### src/rtl/uart_tx_frame_if.sv
// Parallel-side bus of the UART transmit framer.
//   p_data      : byte to transmit (master -> slave)
//   data_valid  : p_data is valid this cycle (master -> slave)
//   in_ready    : framer holding register is empty (slave -> master)
//   par_en      : insert a parity bit into the frame (master -> slave)
//   parity_type : 1 = even, 0 = odd (master -> slave)
interface uart_tx_frame_if #(
  parameter int DATA_WIDTH = 8
);
  logic [DATA_WIDTH-1:0] p_data;
  logic                  data_valid;
  logic                  in_ready;
  logic                  par_en;
  logic                  parity_type;

  modport master (
    output p_data,
    output data_valid,
    output par_en,
    output parity_type,
    input  in_ready
  );

  modport slave (
    input  p_data,
    input  data_valid,
    input  par_en,
    input  parity_type,
    output in_ready
  );
endinterface

### src/rtl/uart_tx_frame.sv
// UART transmit framer, one bit per clk2 cycle.
// A byte is accepted into a one-entry holding register over a valid/ready
// handshake, then sent as start bit, DATA_WIDTH data bits LSB first, an
// optional parity bit and one stop bit. A held byte is loaded on the last
// stop cycle so consecutive frames run with no idle gap.
// Ports:
//   clk2   : bit clock, rising edge
//   rst    : asynchronous, active-low reset
//   bus    : slave side of uart_tx_frame_if (p_data, data_valid, in_ready,
//            par_en, parity_type)
//   tx_out : serial line, idles high
//   busy   : a frame is in progress
module uart_tx_frame #(
  parameter int DATA_WIDTH = 8,
  parameter int EVEN       = 1
) (
  input  logic              clk2,
  input  logic              rst,
  uart_tx_frame_if.slave    bus,
  output logic              tx_out,
  output logic              busy
);

  localparam int   CNT_W  = (DATA_WIDTH > 1) ? $clog2(DATA_WIDTH) : 1;
  localparam logic L_EVEN = 1'(EVEN);

  typedef enum logic [2:0] {
    S_IDLE,
    S_START,
    S_DATA,
    S_PARITY,
    S_STOP
  } state_t;

  state_t                r_state;
  state_t                w_state_nxt;
  logic                  w_tx_nxt;
  logic [DATA_WIDTH-1:0] r_hold;
  logic                  r_hold_vld;
  logic [DATA_WIDTH-1:0] r_shift;
  logic [CNT_W-1:0]      r_cnt;
  logic                  r_par_en;
  logic                  r_par_bit;
  logic                  w_load;
  logic                  w_accept;
  logic                  w_last_bit;

  // Matches the RX checker: even -> XOR of the data, odd -> its inverse.
  function automatic logic parity_of(input logic [DATA_WIDTH-1:0] data,
                                     input logic                  ptype);
    return (ptype == L_EVEN) ? ^data : ~^data;
  endfunction

  assign bus.in_ready = ~r_hold_vld;
  // No bypass: a byte is only taken while the holding register is empty,
  // so accept and load can never fall on the same edge.
  assign w_accept     = bus.data_valid & ~r_hold_vld;
  // STOP lasts one cycle, so being in STOP means this is its last cycle.
  assign w_load       = r_hold_vld & ((r_state == S_IDLE) | (r_state == S_STOP));
  assign w_last_bit   = (r_cnt == CNT_W'(DATA_WIDTH - 1));

  always_ff @(posedge clk2 or negedge rst) begin
    if (!rst) begin
      r_state <= S_IDLE;
    end else begin
      r_state <= w_state_nxt;
    end
  end

  // tx_out is registered, so the value computed here is the line level for
  // the state being entered.
  always_comb begin
    w_state_nxt = r_state;
    w_tx_nxt    = 1'b1;
    case (r_state)
      S_IDLE: begin
        if (w_load) begin
          w_state_nxt = S_START;
          w_tx_nxt    = 1'b0;
        end
      end
      S_START: begin
        w_state_nxt = S_DATA;
        w_tx_nxt    = r_shift[0];
      end
      S_DATA: begin
        if (!w_last_bit) begin
          w_tx_nxt = r_shift[0];
        end else if (r_par_en) begin
          w_state_nxt = S_PARITY;
          w_tx_nxt    = r_par_bit;
        end else begin
          w_state_nxt = S_STOP;
        end
      end
      S_PARITY: begin
        w_state_nxt = S_STOP;
      end
      S_STOP: begin
        if (w_load) begin
          w_state_nxt = S_START;
          w_tx_nxt    = 1'b0;
        end else begin
          w_state_nxt = S_IDLE;
        end
      end
      default: begin
        w_state_nxt = S_IDLE;
      end
    endcase
  end

  always_ff @(posedge clk2 or negedge rst) begin
    if (!rst) begin
      r_hold     <= '0;
      r_hold_vld <= 1'b0;
    end else if (w_accept) begin
      r_hold     <= bus.p_data;
      r_hold_vld <= 1'b1;
    end else if (w_load) begin
      r_hold_vld <= 1'b0;
    end
  end

  // Frame configuration is captured at load so mid-frame changes of
  // par_en/parity_type only affect the next frame.
  always_ff @(posedge clk2 or negedge rst) begin
    if (!rst) begin
      r_shift   <= '0;
      r_cnt     <= '0;
      r_par_en  <= 1'b0;
      r_par_bit <= 1'b0;
    end else if (w_load) begin
      r_shift   <= r_hold;
      r_par_en  <= bus.par_en;
      r_par_bit <= parity_of(r_hold, bus.parity_type);
    end else if (r_state == S_START) begin
      r_shift <= r_shift >> 1;
      r_cnt   <= '0;
    end else if (r_state == S_DATA) begin
      r_shift <= r_shift >> 1;
      if (!w_last_bit) begin
        r_cnt <= r_cnt + 1'b1;
      end
    end
  end

  always_ff @(posedge clk2 or negedge rst) begin
    if (!rst) begin
      tx_out <= 1'b1;
      busy   <= 1'b0;
    end else begin
      tx_out <= w_tx_nxt;
      busy   <= (w_state_nxt != S_IDLE);
    end
  end

endmodule

### src/flat_wrapper.sv
// flat-port wrapper written by rule: the top's interface ports become plain ports
module uart_tx_frame_flat 
#(
  parameter int DATA_WIDTH = 8,
  parameter int EVEN       = 1
)
  (clk2, rst, tx_out, busy, bus_p_data, bus_data_valid, bus_par_en, bus_parity_type, bus_in_ready);
  uart_tx_frame_if #(.DATA_WIDTH(DATA_WIDTH)) bus_i ();
  input  logic clk2;
  input  logic rst;
  output logic tx_out;
  output logic busy;
  input wire logic [$bits(bus_i.p_data)-1:0] bus_p_data;
  input wire logic [$bits(bus_i.data_valid)-1:0] bus_data_valid;
  input wire logic [$bits(bus_i.par_en)-1:0] bus_par_en;
  input wire logic [$bits(bus_i.parity_type)-1:0] bus_parity_type;
  output wire logic [$bits(bus_i.in_ready)-1:0] bus_in_ready;
  assign bus_i.p_data = bus_p_data;
  assign bus_i.data_valid = bus_data_valid;
  assign bus_i.par_en = bus_par_en;
  assign bus_i.parity_type = bus_parity_type;
  assign bus_in_ready = bus_i.in_ready;
  uart_tx_frame #(.DATA_WIDTH(DATA_WIDTH), .EVEN(EVEN)) u_core (.clk2(clk2), .rst(rst), .bus(bus_i), .tx_out(tx_out), .busy(busy));
endmodule
### config.mk
export PLATFORM = sky130hd
export DESIGN_NAME = uart_tx_frame_flat
export DESIGN_NICKNAME = d
export VERILOG_FILES = /design/src/rtl/uart_tx_frame_if.sv /design/src/rtl/uart_tx_frame.sv /design/src/flat_wrapper.sv
export SDC_FILE = /design/constraint.sdc
export NUM_CORES = 1
export LEC_CHECK = 0
export ABC_AREA = 1
export BUFFER_PORTS_ARGS = -buffer_cell sky130_fd_sc_hd__buf_2
export CAP_MARGIN = 30
export CORE_MARGIN = 2
export CORE_UTILIZATION = 56
export DETAILED_ROUTE_END_ITERATION = 10
export GPL_TIMING_DRIVEN = 0
export PLACE_DENSITY = 0.77
export SKIP_CTS_REPAIR_TIMING = 1
export SLEW_MARGIN = 15
export SYNTH_ARGS = -nofsm -noshare
export SYNTH_HDL_FRONTEND = slang
export SYNTH_SLANG_ARGS = --single-unit
### constraint.sdc
create_clock -name clk2 -period 1.8 [get_ports clk2]
set_input_delay 0.09 -clock clk2 [delete_from_list [all_inputs] [get_ports clk2]]
set_output_delay 0.09 -clock clk2 [all_outputs]
set_load 0.05 [all_outputs]
==> flow_summary_export.csv, run 1 <==
group,metric,value,unit
outcome,status,"complete, but fails checks",
outcome,violations,"hold timing",
timing,whs,-0.00207,ns
grt,grt_pass1_wl,4.24,mm
grt,grt_use_met3,2.87,%
final_layout,final.fill_count,187,
timing,fin_crit,1.43,ns
grt,grt_util_met2,34.4,%
clocking,cts_tree,"done",
setup_path,cp_slowest_cell,"dfrtp_1",
grt,use_met1,28.4,%
logic_synthesis,synthCells,147,
timing,final.setup.tns,0,ns
logic_synthesis,yosysSeqAreaShare,52.5,%
pwr,ir_drop,1030,uV
logic_synthesis,synth_nets,162,
logic_synthesis,synthTopCellsByArea,"dfrtp_1, nand2_1, inv_1, nand3_1, nor2_1",
routing,initialDrtViolationCount,12,
final_layout,multi_input_area,517,sq um
pwr,p_clk_share,9.4,%
routing,vias,1048,
routing,drt_first_pass_iters,4,
pwr,p_seq_share,40.6,%
logic_synthesis,synth_top_family_by_area,"simple AND/OR/NAND/NOR gates",
timing,finalHoldViolCount,2,
logic_synthesis,ys.flop_type,"dfrtp_1",
die,die_width,52.0,um
timing,timing.final.ws_setup,0.373,ns
timing,fin_crit_sh,79.3,%
clocking,cts-root-buf,"clkbuf_4",
setup_path,max_stage_delay,0.49,ns
timing,grt_setup_unrepaired,"false",
routing,wl,2.63,mm
clocking,h-tree-depth,1,
setup_path,crit_type,"reg -> reg",
logic_synthesis,syn_area,1290,sq um
timing,clock_skew,0.0180,ns
logic_synthesis,yosysWarnings,0,
flow_run,maxCapViolations,0,
logic_synthesis,synth_compound_area_share,12.0,%
die,row_count,17,
die,io_pins,16,
setup_path,worstSetupEndpointType,"flip-flop",
final_layout,syn_to_final_growth,14.6,%
clocking,clock_sinks,27,
grt,grt_overflow,0,
clocking,clock_latency,0.33,ns
pwr,combPwrFrac,49.9,%
logic_synthesis,synthSimpleGateAreaFrac,23.0,%
place,hpwl,1.89,mm
pwr,p_switching,0.00129,W
die,die_y,52.0,um
min_path,hold_depth,3,
timing,setup_viol,0,
setup_path,start_kind,"flip-flop",
logic_synthesis,async_reset_ff_share,100,%
setup_path,critPathArrivalTime,1.66,ns
setup_path,worstPathRequired,2.03,ns
die,core-area,2190,sq um
setup_path,cp_max_fo,10,
logic_synthesis,synth_edf_count,0,
timing,slew_headroom,60.4,%
place,dp_slack,0.378,ns
place,place_congestion,0.776,
die,design.die.area,2700,sq um
routing,viasPerCell,5.27,
logic_synthesis,ys_ff_latch,27,
place,io_buffers,15,
pwr,p_per_area,1870,nW/um^2
logic_synthesis,avgSynthCellArea,8.77,sq um
die,start_util,58.8,%
grt,grt_pass1_vias,1011,
pwr,p_leak,0.766,nW
pwr,internal-power,0.00147,W
min_path,hold_path.class,"in -> reg",
logic_synthesis,synth_fa_ha_area_share,1.94,%
clocking,clk_path_buf_depth,2,
routing,antenna_left,0,
final_layout,seqCellArea,677,sq um
clocking,numCtsBuffers,3,
grt,gr-max-usage-layer,"met2",
grt,antenna_found_initial,0,
logic_synthesis,yosys.area.top_type,"dfrtp_1",
logic_synthesis,synthMuxAreaShare,1.75,%
final_layout,finish.net_count,187,
final_layout,antenna_cells,0,
setup_path,rr_worst_depth,3,
routing,drc_errors,0,
timing,maxClockFrequency,701,MHz
clocking,path_clk_slew,0.15,ns
logic_synthesis,yosys.area.top_type_share,50.5,%
setup_path,crit_chain,"nor3_4 -> inv_2 -> o221ai_1",
grt,grt_max_degree,28,
timing,drv_slew,0,
routing,wl_per_cell,13.2,um
timing,worst_slew_pin_slew,0.595,ns
logic_synthesis,synth_xor_area_share,1.36,%
grt,grt_use_total,21.7,%
logic_synthesis,yosysUniqueCellTypes,25,
pwr,swShare,46.6,%
final_layout,layout-drive-gt1-share,19.3,%
cell usage after synthesis, drive strengths merged, types with 2 or more instances:
library cell	n
nand3	12
mux2	2
a22oi	5
nand2	37
a21oi	6
o221ai	3
dfrtp	26
o21ai	10
ha	2
nor2	12
nor3	2
inv	24
metrics by stage:
stage / util [%] / power, W / instances / area (sq um) / hold WS, ns
2_1_floorplan: - / 0.00216 / 147 / 1290 / -0.206
4_1_cts: 65.1 / 0.00276 / 194 / 1430 / -0.246
5_1_grt: 67.4 / 0.00302 / 199 / 1480 / 0.0139
3_5_place_dp: 63.8 / 0.00249 / 190 / 1400 / 0.128
6_report: 67.4 / 0.00276 / 199 / 1480 / -0.00207
3_3_place_gp: 63.8 / 0.00240 / 190 / 1400 / 0.121
layer usage:
metal  vias to the layer above  wire (um)
met5                         -          0
met2                        32       1280
li1                        529          -
met3                         8        113
met1                       479       1190
met4                         0         55
flip-flops by register name, summed over array words and instances (netlist names):
name and flops:
u_core.r_shift 8, u_core.r_hold 8, u_core.r_state 3, u_core.r_par_bit 1
u_core.tx_out 1, u_core.r_hold_vld 1, u_core.r_cnt 3, u_core.busy 1
u_core.r_par_en 1
layout make-up:
class                           instances  area share [%]
Buffer                                  1           0.339
Clock buffer                            3            1.53
Clock inverter                          1           0.339
Inverter                               24            6.10
Multi-Input combinational cell         95            35.0
Sequential cell                        27            45.8
Tap cell                               28            2.37
Timing Repair Buffer                   20            8.47
power by group through the flow:
stage	combinational, W	sequential, W	clock [W]
final	0.00138	0.00112	0.000260
after global routing	0.00157	0.00115	0.000303
after CTS	0.00137	0.00112	0.000272
after detailed placement	0.00136	0.00113	0
after global placement	0.00129	0.00111	0
after floorplan	0.00100	0.00116	0
layout by cell type, fill, tap and decap left out, types with 2 or more instances in the layout:
master and count:
nand3_1 10, dlygate4sd3_1 5, clkbuf_4 3, inv_2 4, buf_2 16, ha_1 2
nand3_2 2, o221ai_1 3, nand2_1 36, o21ai_1 4, nor2_1 11, o21ai_0 5
dfrtp_1 26, a22oi_1 5, a21oi_1 6, inv_1 20, mux2_2 2
logic make-up after synthesis:
| logic type | Yosys count |
|---|---|
| flip-flops | 27 |
| XOR/XNOR | 2 |
| adder cells (fa/ha/maj) | 2 |
| AO/OA/AOI/OAI | 25 |
| buffers and inverters | 25 |
| multiplexers | 2 |
| AND/OR/NAND/NOR | 64 |
worst paths after layout:
check                             startpoint  slack [ns]           endpoint
hold / removal                 bus_p_data[5]      -0.002   u_core.r_hold[5]
hold reg to reg            u_core.r_state[2]        0.50  u_core.r_state[2]
setup reg to reg           u_core.r_state[0]        0.37  u_core.r_shift[0]
setup / recovery           u_core.r_state[0]        0.37  u_core.r_shift[0]
min in group asynchronous                rst        0.27  u_core.r_hold_vld
max in group asynchronous                rst        1.12   u_core.r_par_bit
critical path: cells and delay by family (launching register included):
family / cells / cell delay, ns
flops: 1 / 0.49
buf+inv: 1 / 0.16
compound gates: 1 / 0.21
simple gates: 1 / 0.49
No activity file was read; power rests on OpenSTA's default activity.
==> inputs of run 2 (changes only) <==
- CORE_UTILIZATION: 56 -> 50
- PLACE_DENSITY: 0.77 -> 0.73
- clock period: 1.8 -> 1.2 ns (I/O delays scaled with it)
==> flow_summary_export.csv, run 2 (same netlist as run 1, synthesis figures left out) <==
group,metric,value,unit
outcome,status,"complete, but fails checks",
outcome,violations,"hold timing, setup timing",
min_path,hold_path.class,"in -> reg",
final_layout,layout_commonest_cell,"nand2_1",
clocking,clock_latency,0.34,ns
pwr,p_leak,0.847,nW
final_layout,antenna_cells,0,
final_layout,layout-drive-gt1-share,38.7,%
setup_path,critPathArrivalTime,1.56,ns
setup_path,rr_worst_depth,8,
timing,finalHoldViolCount,2,
grt,grt_use_total,18.1,%
routing,wl,2.77,mm
routing,vias,1119,
clocking,h-tree-depth,1,
pwr,p_switching,0.00222,W
pwr,combPwrFrac,56.1,%
setup_path,crit_chain,"ha_2 -> ha_4 -> inv_4 -> nor2_2 -> nor2_2 -> nor3_2 -> nor2_1 -> nand2_1",
routing,drt_first_pass_iters,4,
setup_path,cp_max_fo,5,
min_path,hold_depth,3,
timing,fin_crit,1.31,ns
routing,antenna_left,0,
timing,fin_crit_sh,109,%
die,die_width,54.8,um
timing,timing.final.ws_setup,-0.110,ns
setup_path,crit_type,"reg -> reg",
final_layout,reg_top3,"u_core.r_hold (8), u_core.r_shift (8)",
pwr,p_seq_share,35.5,%
setup_path,cp_slowest_cell,"dfrtp_1",
setup_path,worstPathRequired,1.45,ns
place,place_area,1400,sq um
final_layout,finish.net_count,202,
routing,viasPerCell,5.18,
die,design.die.area,3000,sq um
clocking,path_clk_slew,0.15,ns
clocking,cts-root-buf,"clkbuf_4",
clocking,cts_tree,"done",
grt,grt_max_degree,28,
place,hpwl,1.76,mm
setup_path,start_kind,"flip-flop",
die,die_y,54.8,um
grt,grt_pass1_vias,927,
grt,grt_overflow,0,
routing,initialDrtViolationCount,12,
die,start_util,52.5,%
final_layout,utilization,70.4,%
timing,setup_viol,10,
die,core-area,2450,sq um
flow_run,maxCapViolations,0,
final_layout,final_cell_area,1730,sq um
setup_path,cp_common_cell,"nor2_2",
grt,antenna_found_initial,0,
final_layout,syn_to_final_growth,34.1,%
timing,worst_slew_pin_slew,0.598,ns
place,dp_cells,192,
routing,drc_errors,0,
timing,whs,-0.0286,ns
final_layout,instances_no_fill,216,
setup_path,worstSetupEndpointType,"flip-flop",
pwr,p_clk_share,8.4,%
timing,maxClockFrequency,764,MHz
final_layout,mostFrequentLayoutCells,"nand2_1, dfrtp_1, inv_1",
place,io_buffers,15,
place,dp_slack,-0.215,ns
die,io_pins,16,
clocking,clk_path_buf_depth,2,
die,row_count,18,
pwr,p_per_area,2820,nW/um^2
pwr,internal-power,0.00264,W
routing,wl_per_cell,12.8,um
setup_path,max_stage_delay,0.41,ns
pwr,swShare,45.7,%
timing,grt_setup_unrepaired,"true",
timing,drv_slew,0,
clocking,clock_sinks,27,
timing,slew_headroom,60.1,%
grt,grt_pass1_wl,3.84,mm
timing,clock_skew,0.00167,ns
pwr,ir_drop,1880,uV
place,place_congestion,0.789,
clocking,numCtsBuffers,3,
[run 2: changes by cell type in the layout (fill, tap and decap cells not counted), moves of 3 or more]
cell and delta:
inv_4 +3, a22oi_2 +3, nand2_1 -6, o21ai_2 +3
dlygate4sd3_1 +3, inv_1 -5, a22oi_1 -3, nand2_2 +6
buf_4 +10
[run 2: path summary, 6_finish.rpt]
path,slack [ns],from,endpoint
worst max-delay path,-0.11,u_core.r_cnt[1],u_core.busy
worst min-delay path,-0.03,bus_p_data[0],u_core.r_hold[0]
worst max register to register,-0.11,u_core.r_cnt[1],u_core.busy
worst min register to register,0.51,u_core.r_par_bit,u_core.r_par_bit
max in group asynchronous,0.54,rst,u_core.r_state[1]
min in group asynchronous,0.24,rst,u_core.r_cnt[1]
[run 2: layout make-up]
cell class / instances / area, sq um
fill: 192 / 727
timing repair buffer: 35 / 267
multi-input combinational: 95 / 614
inverter: 24 / 97.6
sequential: 27 / 679
buffer: 1 / 5.00
clock inverter: 1 / 5.00
clock buffer: 3 / 22.5
tap: 30 / 37.5
[run 2: worst max-delay path: cells and delay by family (launching register included)]
kind	cells	cell delay (ns)
flops	1	0.41
fa+ha+maj	2	0.39
simple gates	5	0.37
buf+inv	1	0.05
[run 2: power groups by stage]
stage	sequential, W	clock [W]	combinational [W]
2_1_floorplan	0.00174	0	0.00150
3_3_place_gp	0.00166	0	0.00195
3_5_place_dp	0.00168	0	0.00203
4_1_cts	0.00166	0.000415	0.00203
5_1_grt	0.00177	0.000435	0.00303
6_report	0.00173	0.000410	0.00273
[run 2: stage by stage]
stage | power (W) | TNS (ns)
2_1_floorplan | 0.00324 | -2.45
3_3_place_gp | 0.00361 | -1.75
3_5_place_dp | 0.00370 | -2.11
4_1_cts | 0.00410 | -2.68
5_1_grt | 0.00524 | -1.17
6_report | 0.00487 | -0.395
[run 2: routing by layer]
metal / part of all wire, % / vias up / track usage [%]
met3: 3.7 / 6 / 2.46
met1: 46 / 526 / 23.4
met5: 0 / - / 0
li1: - / 558 / -
met2: 48 / 29 / 30.0
met4: 1.8 / 0 / 7.92
==> inputs of run 3 (changes only) <==
- RECOVER_POWER: not set -> 100
==> flow_summary_export.csv, run 3 (same netlist as run 1, synthesis figures left out) <==
group,metric,value,unit
outcome,status,"complete, but fails checks",
outcome,violations,"hold timing, setup timing",
grt,grt_overflow,0,
setup_path,critPathArrivalTime,1.56,ns
routing,drt_first_pass_iters,4,
grt,grt_pass1_wl,3.84,mm
place,dp_cells,192,
timing,fin_crit,1.31,ns
die,die_width,54.8,um
die,core-area,2450,sq um
routing,antenna_left,0,
min_path,hold_depth,3,
setup_path,start_kind,"flip-flop",
die,start_util,52.5,%
timing,clock_skew,0.00167,ns
timing,final.setup.tns,-0.396,ns
timing,slew_headroom,55.6,%
clocking,clock_sinks,27,
flow_run,maxCapViolations,0,
die,design.die.area,3000,sq um
clocking,h-tree-depth,1,
routing,drc_errors,0,
clocking,numCtsBuffers,3,
die,die_y,54.8,um
final_layout,instances_no_fill,216,
clocking,clock_latency,0.34,ns
timing,timing.final.ws_setup,-0.110,ns
clocking,clk_path_buf_depth,2,
grt,grt_use_total,18.1,%
timing,drv_slew,0,
timing,grt_setup_unrepaired,"true",
final_layout,syn_to_final_growth,33.9,%
clocking,cts-root-buf,"clkbuf_4",
place,io_buffers,15,
final_layout,antenna_cells,0,
final_layout,mostFrequentLayoutCells,"nand2_1, dfrtp_1, inv_1",
setup_path,crit_type,"reg -> reg",
final_layout,seqCellArea,679,sq um
place,hpwl,1.76,mm
grt,grt_max_degree,28,
final_layout,final_cell_area,1730,sq um
timing,setup_viol,10,
setup_path,cp_max_fo,5,
pwr,ir_drop,1880,uV
die,io_pins,16,
clocking,cts_tree,"done",
routing,wl,2.77,mm
timing,finalHoldViolCount,2,
setup_path,worstSetupEndpointType,"flip-flop",
timing,worst_slew_pin_slew,0.666,ns
setup_path,worstPathRequired,1.45,ns
place,place_area,1400,sq um
final_layout,reg_top3,"u_core.r_hold (8), u_core.r_shift (8)",
grt,grt_pass1_vias,927,
final_layout,multi_input_area,612,sq um
clocking,path_clk_slew,0.15,ns
pwr,p_per_area,2820,nW/um^2
final_layout,finish.net_count,202,
timing,maxClockFrequency,764,MHz
final_layout,layout-drive-gt1-share,38.2,%
setup_path,rr_worst_depth,8,
final_layout,layout_commonest_cell,"nand2_1",
routing,initialDrtViolationCount,12,
final_layout,final.fill_count,192,
routing,wl_per_cell,12.8,um
timing,whs,-0.0289,ns
pwr,p_leak,0.847,nW
grt,antenna_found_initial,0,
routing,viasPerCell,5.18,
die,row_count,18,
min_path,hold_path.class,"in -> reg",
place,place_congestion,0.789,
timing,fin_crit_sh,109,%
routing,vias,1118,
[run 3: cell types whose count changed in the layout (fill, tap and decap cells not counted)]
cell / delta
nand2_2: -1
nand2_1: +1
buf_2: -2
clkbuf_2: +2
[run 3: cell type report]
type,count,area share [%]
clock buffers,3,1.31
repair buffers,35,15.4
clock inverters,1,0.290
multi-input cells,95,35.5
well taps,30,2.18
flip-flops and latches,27,39.4
inverters,24,5.66
plain buffers,1,0.290
[run 3: where the power goes]
group	switching [W]	total [W]	internal, W
logic	0.00157	0.00272	0.00115
clock network	0.000285	0.000410	0.000126
registers	0.000364	0.00173	0.00136
[run 3: path summary, 6_finish.rpt]
kind	from	endpoint	slack [ns]
max	u_core.r_cnt[1]	u_core.busy	-0.11
min	bus_p_data[0]	u_core.r_hold[0]	-0.03
max reg2reg	u_core.r_cnt[1]	u_core.busy	-0.11
min reg2reg	u_core.r_par_bit	u_core.r_par_bit	0.51
max in group asynchronous	rst	u_core.r_state[1]	0.47
min in group asynchronous	rst	u_core.r_cnt[1]	0.26
[run 3: worst max-delay path, stage by stage (launching register included)]
cell and delay, ns:
dfrtp_1 0.41, ha_2 0.20, ha_4 0.19, inv_4 0.05, nor2_2 0.03, nor2_2 0.12
nor3_2 0.06, nor2_1 0.10, nand2_1 0.06
[run 3: routing by layer]
layer	wire (um)	GRT usage, %	part of all wire [%]	up-vias
met1	1290	23.4	46	525
met4	51	7.92	1.8	0
met3	103	2.46	3.7	6
li1	-	-	-	558
met5	0	0	0	-
met2	1330	30.0	48	29
[run 3: through the flow]
stage          util [%]  setup slack [ns]  total power, W
2_1_floorplan         -            -0.210         0.00324
4_1_cts            58.2            -0.237         0.00410
6_report           70.3            -0.110         0.00486
3_3_place_gp       57.1            -0.192         0.00361
3_5_place_dp       57.1            -0.215         0.00370
5_1_grt            70.3            -0.182         0.00523
